--- src/rtl/display_pkg.sv ---
// Shared types and constants for the 4-digit 7-segment scan controller.
// Segment codes are active-low, [7:1] = a..g, [0] = dp.
package display_pkg;

  typedef enum logic [1:0] {
    S_OFF,
    S_GUARD,
    S_ON
  } state_t;

  localparam logic [7:0] SEG_BLANK = 8'hFF;
  localparam logic [3:0] AN_OFF    = 4'hF;

  // dp bit held at 1 (off); nibbles A-F blank
  localparam logic [7:0] SEG_LUT [16] = '{
    8'h03, 8'h9F, 8'h25, 8'h0D,
    8'h99, 8'h49, 8'h41, 8'h1F,
    8'h01, 8'h09, 8'hFF, 8'hFF,
    8'hFF, 8'hFF, 8'hFF, 8'hFF
  };

endpackage

--- src/rtl/decodificador_bcd_7seg.sv ---
// Combinational BCD to active-low 7-segment decoder.
// dp bit is always 1 here; the caller merges in its own dp.
module decodificador_bcd_7seg
  import display_pkg::*;
(
  input  logic [3:0] i_bcd,
  output logic [7:0] o_code
);

  assign o_code = SEG_LUT[i_bcd];

endmodule

--- src/rtl/control_display_7seg.sv ---
// 4-digit multiplexed 7-seg scan controller with guard interval
// and frame-boundary double buffering of the displayed value.
module control_display_7seg
  import display_pkg::*;
#(
  parameter int N_DIG       = 4,
  parameter int REFRESH_DIV = 50000,
  parameter int GUARD_CYC   = 4
) (
  input  logic        clk,
  input  logic        rst_n,
  input  logic        enable,
  input  logic        load,
  input  logic [15:0] valor_in,
  input  logic [3:0]  dp_in,
  output logic [3:0]  anodos,
  output logic [7:0]  seg,
  output logic        frame_done,
  output logic        pending
);

  localparam int MAXC = (REFRESH_DIV > GUARD_CYC) ?
                        REFRESH_DIV : GUARD_CYC;
  localparam int CW   = $clog2(MAXC);

  localparam logic [CW-1:0] ON_LAST  = CW'(REFRESH_DIV - 1);
  localparam logic [CW-1:0] GD_LAST  = CW'(GUARD_CYC - 1);
  localparam logic [1:0]    DIG_LAST = 2'(N_DIG - 1);

  state_t          r_state;
  logic [CW-1:0]   r_cnt;
  logic [1:0]      r_dig;
  logic            r_bnd;

  logic [15:0]     r_sh_val;
  logic [3:0]      r_sh_dp;
  logic [15:0]     r_pd_val;
  logic [3:0]      r_pd_dp;
  logic            r_pending;

  logic [3:0]      r_anodos;
  logic [7:0]      r_seg;
  logic            r_frame_done;
  logic            r_pend_o;

  logic [3:0]      w_nib;
  logic [7:0]      w_code;
  logic            w_dp;
  logic [3:0]      w_an_on;
  logic            w_lit;
  logic            w_boundary;
  logic            w_ld_off;
  logic            w_ld_scan;

  assign w_nib      = 4'(r_sh_val >> {r_dig, 2'b00});
  assign w_dp       = r_sh_dp[r_dig];
  assign w_an_on    = ~(4'b0001 << r_dig);
  assign w_lit      = (r_state == S_ON) && enable;
  assign w_boundary = w_lit && (r_cnt == ON_LAST) &&
                      (r_dig == DIG_LAST);
  assign w_ld_off   = load && (r_state == S_OFF);
  assign w_ld_scan  = load && (r_state != S_OFF);

  decodificador_bcd_7seg u_dec (
    .i_bcd  (w_nib),
    .o_code (w_code)
  );

  // scan sequencer: off -> guard -> on, digit stepping, boundary flag
  always_ff @(posedge clk or negedge rst_n) begin
    if (!rst_n) begin
      r_state <= S_OFF;
      r_cnt   <= '0;
      r_dig   <= '0;
      r_bnd   <= 1'b0;
    end else begin
      r_bnd <= 1'b0;
      case (r_state)
        S_OFF: begin
          if (enable) begin
            r_state <= S_GUARD;
            r_cnt   <= '0;
            r_dig   <= '0;
          end
        end
        S_GUARD: begin
          if (!enable) begin
            r_state <= S_OFF;
            r_cnt   <= '0;
            r_dig   <= '0;
          end else if (r_cnt == GD_LAST) begin
            r_state <= S_ON;
            r_cnt   <= '0;
          end else begin
            r_cnt <= r_cnt + CW'(1);
          end
        end
        S_ON: begin
          if (!enable) begin
            r_state <= S_OFF;
            r_cnt   <= '0;
            r_dig   <= '0;
          end else if (r_cnt == ON_LAST) begin
            r_state <= S_GUARD;
            r_cnt   <= '0;
            if (r_dig == DIG_LAST) begin
              r_dig <= '0;
              r_bnd <= 1'b1;
            end else begin
              r_dig <= r_dig + 2'd1;
            end
          end else begin
            r_cnt <= r_cnt + CW'(1);
          end
        end
        default: begin
          r_state <= S_OFF;
          r_cnt   <= '0;
          r_dig   <= '0;
        end
      endcase
    end
  end

  // shadow/pending buffers; commit uses pending as held before this edge
  always_ff @(posedge clk or negedge rst_n) begin
    if (!rst_n) begin
      r_sh_val  <= '0;
      r_sh_dp   <= '0;
      r_pd_val  <= '0;
      r_pd_dp   <= '0;
      r_pending <= 1'b0;
    end else begin
      if (w_ld_off) begin
        r_sh_val <= valor_in;
        r_sh_dp  <= dp_in;
      end else if (w_boundary && r_pending) begin
        r_sh_val <= r_pd_val;
        r_sh_dp  <= r_pd_dp;
      end
      if (w_ld_scan) begin
        r_pd_val  <= valor_in;
        r_pd_dp   <= dp_in;
        r_pending <= 1'b1;
      end else if (w_boundary) begin
        r_pending <= 1'b0;
      end
    end
  end

  // registered pin drivers, one cycle behind the sequencer state
  always_ff @(posedge clk or negedge rst_n) begin
    if (!rst_n) begin
      r_anodos     <= AN_OFF;
      r_seg        <= SEG_BLANK;
      r_frame_done <= 1'b0;
      r_pend_o     <= 1'b0;
    end else begin
      r_anodos     <= w_lit ? w_an_on : AN_OFF;
      r_seg        <= w_lit ? (w_code & {7'h7F, ~w_dp}) : SEG_BLANK;
      r_frame_done <= r_bnd;
      r_pend_o     <= r_pending;
    end
  end

  assign anodos     = r_anodos;
  assign seg        = r_seg;
  assign frame_done = r_frame_done;
  assign pending    = r_pend_o;

endmodule

--- config.mk ---
export PLATFORM = sky130hd
export DESIGN_NAME = control_display_7seg
export DESIGN_NICKNAME = d
export VERILOG_FILES = /design/src/rtl/display_pkg.sv /design/src/rtl/decodificador_bcd_7seg.sv /design/src/rtl/control_display_7seg.sv
export SDC_FILE = /design/constraint.sdc
export NUM_CORES = 1
export LEC_CHECK = 0
export ABC_AREA = 1
export CAP_MARGIN = 20
export CORE_MARGIN = 3
export CORE_UTILIZATION = 57
export DETAILED_ROUTE_END_ITERATION = 12
export PLACE_DENSITY = 0.78
export SYNTH_ARGS = -nofsm -noshare
export SYNTH_HDL_FRONTEND = slang
export SYNTH_SLANG_ARGS = --single-unit
--- constraint.sdc ---
create_clock -name clk -period 2.1 [get_ports clk]
set_input_delay 0.315 -clock clk [delete_from_list [all_inputs] [get_ports clk]]
set_output_delay 0.315 -clock clk [all_outputs]
set_load 0.005 [all_outputs]
==> flow_metrics.py <==
metrics = {
    "yosys": {
        "synth_simple_gate_area_share_pct": 27.3,
        "synth_compound_area_share_pct": 10.9,
        "syn_area_um2": 3990,
        "yosys.area.top_type": "dfrtp_1",
        "synth_area_leaders": "dfrtp_1 40%, nand2_1 17%, dfstp_2 7.9%, o21ai_0 7.8%, inv_1 5.1%",
        "ys_warn_count": 0,
        "yosys-top-cells-count": "176 x nand2_1, 64 x dfrtp_1, 62 x o21ai_0, 54 x inv_1, 37 x nor2_1",
        "synthFlopType": "dfrtp_1",
        "synthArstFlopShare_pct": 100,
        "synth_most_common_cell": "nand2_1",
        "synthAdderAreaFrac_pct": 4.70,
        "synth_xor_xnor_area_share_pct": 0.877,
        "syn_avg_cell_area_um2": 7.76,
        "syn_nets": 554,
        "yosysUniqueCellTypes": 31,
        "yosys_register_bits": 76,
        "yosysSeqAreaShare_pct": 48.0,
        "synthCells": 515,
        "muxShareOfSynthArea_pct": 0.564,
        "synth_top_family_by_area": "simple AND/OR/NAND/NOR gates",
        "synth_top_area_share_pct": 40.1,
        "synth_edf_count": 0,
    },
    "critical_path": {
        "start_kind": "register",
        "regToRegStartpoint": "r_dig[0]$_DFFE_PN0P_",
        "crit_required_ns": 2.38,
        "critPathLaunch": "r_dig[0]$_DFFE_PN0P_",
        "worstPathMaxFanout": 16,
        "worstSetupEndpointType": "register",
        "path_class": "register to register",
        "cp.arrival_ns": 2.09,
    },
    "clock_network": {
        "cts_max_level": 3,
        "insertion_delay_ns": 0.35,
        "numCtsBuffers": 9,
        "root_buffer": "clkbuf_8",
        "cts_tree": "yes",
        "clk_path_buf_depth": 2,
        "path_clk_slew_ns": 0.08,
        "clkSinkCount": 76,
        "postCtsSetupRepairBufs": 0,
        "hold_buffers": 0,
    },
    "route": {
        "drc": 0,
        "num_vias": 3335,
        "wl_per_cell_um": 11.9,
        "first_iter_violations": 117,
        "drt_wl_total_um": 7760,
        "dr.pass1.iters": 4,
        "antenna_left": 0,
        "vias_per_cell": 5.12,
    },
    "min_path": {
        "hp-class": "primary input to asynchronous set/reset pin",
    },
    "global_routing": {
        "grt_util_all_layers_pct": 20.4,
        "antenna_found_initial": 0,
        "grt.overflow.total": 0,
        "grt_pass1_wl_um": 13800,
        "grt_pass1_vias": 3210,
        "grt_max_degree": 77,
    },
    "timing": {
        "tightest_slew_ns": 0.426,
        "setup_viol": 0,
        "slew_headroom_pct": 71.5,
        "post-route-min-period_ns": 1.81,
        "rsz0062_at_grt": "no",
        "max_freq_mhz": 551,
        "fin_skew_ns": 0.0117,
        "hold_violations": 13,
        "period_share_pct": 86.4,
        "maxSlewViolCount": 0,
        "fin_setup_tns_ns": 0,
        "hold_ws_ns": -0.0130,
    },
    "cells_and_area": {
        "n_fill_cell": 579,
        "syn2layout_area_growth_pct": 16.2,
        "antenna_cells": 0,
        "fin_area_um2": 4640,
        "layout.nets": 592,
        "post-route-util_pct": 70.7,
        "drive_gt1_share_pct": 9.32,
    },
    "place": {
        "dp_hpwl_um": 5620,
        "port_buffers": 37,
        "gp_routability_congestion": 0.854,
        "placed_area_um2": 4460,
    },
    "flow_run": {
        "maxCapViolCount": 0,
    },
    "run_status": {
        "violations": "hold timing",
        "status": "finished with violations",
    },
    "pwr": {
        "leakage_nw": 2.23,
        "vdd_drop_max_uv": 581,
        "powerDensity_nw_per_um2": 1060,
    },
    "floorplan": {
        "chipHeight_um": 89.7,
        "die-width_um": 89.7,
        "coreArea_um2": 6570,
        "initial_core_util_pct": 60.8,
        "rows": 29,
        "design.die.area_um2": 8050,
        "io_pins": 38,
    },
}
[stage by stage]
stage               power (mW)  cells  worst slack [ns]
finish                    4.91    651             0.286
global route              5.34    651            0.0446
CTS                       4.95    651             0.105
detailed placement        3.92    635             0.117
global placement          3.86    635             0.135
floorplan                 3.43    515             0.543
[worst paths after layout]
path	end	slack (ns)	cells after the start
worst min-delay path	r_cnt[11]$_DFFE_PN0P_	-0.01	2
worst max-delay path	seg[2]$_DFF_PN1_	0.29	10
worst max register to register	seg[2]$_DFF_PN1_	0.29	10
min in group clk	frame_done$_DFF_PN0_	0.35	0
max in group asynchronous	seg[5]$_DFF_PN1_	1.79	2
worst min register to register	frame_done$_DFF_PN0_	0.35	0
[area by class of cell]
| class | instances | area (um2) | area share (%) |
|---|---|---|---|
| clock buffer | 13 | 159 | 3.42 |
| clock inverter | 3 | 21.3 | 0.458 |
| inverter | 57 | 214 | 4.61 |
| multi-input combinational | 365 | 1770 | 38.1 |
| sequential | 76 | 1920 | 41.3 |
| tap | 93 | 116 | 2.51 |
| timing repair buffer | 44 | 443 | 9.54 |
[layer usage]
metal	GRT usage, %	wire, um
met5	0	0
met4	7.28	128
met2	34.1	3730
met1	25.9	3560
met3	4.84	343
[cells by family (layout without fill, tap and decap cells)]
family / Yosys count / in the layout
fa+ha+maj: 15 / 15
buf+inv: 74 / 117
compound gates: 84 / 84
xor+xnor: 4 / 4
mux: 1 / 1
simple gates: 261 / 261
flops: 76 / 76
[worst max-delay path, cell delays in order, from the launching register on]
cell and delay, ns:
dfrtp_2 0.53, inv_2 0.16, nand2_1 0.09, nand2_1 0.10, mux2i_4 0.24, inv_1 0.12
ha_1 0.19, o21ai_1 0.17, inv_1 0.06, nand2_1 0.05, nand2_1 0.04
[power breakdown]
part	leakage [nW]	switching, mW	total (mW)	internal, mW
clock	0.0896	0.530	1.03	0.495
sequential	0.948	0.221	2.11	1.89
combinational	1.19	1.13	1.77	0.645
total	2.23	1.88	4.91	3.03
[layout by cell type, fill, tap and decap left out, drive strengths merged]
master | Yosys | layout
nand3b | 1 | 1
ha | 15 | 15
dfrtp | 64 | 64
nand3 | 32 | 32
nand4 | 3 | 3
nor3 | 2 | 2
or2 | 1 | 1
o211ai | 2 | 2
a21oi | 18 | 18
clkdlybuf4s50 | 0 | 36
clkbuf | 8 | 13
dfstp | 12 | 12
buf | 9 | 8
xor2 | 3 | 3
nor2 | 39 | 39
clkinvlp | 0 | 1
xnor2 | 1 | 1
clkinv | 0 | 2
mux2i | 1 | 1
inv | 57 | 57
nand2 | 183 | 183
o21ai | 64 | 64
[state kept, by name (all words and copies together) (netlist names), 4 cells and up]
signal    flops
anodos        4
seg           8
r_pd_dp       4
r_sh_val     16
r_sh_dp       4
r_cnt        16
r_pd_val     16
[repair_timing]
item                                    CTS  global route
endpoints found under the setup margin    0             3
resized for setup                         0             1
endpoints found under the hold margin     0             0
No activity file was read; power rests on OpenSTA's default activity.
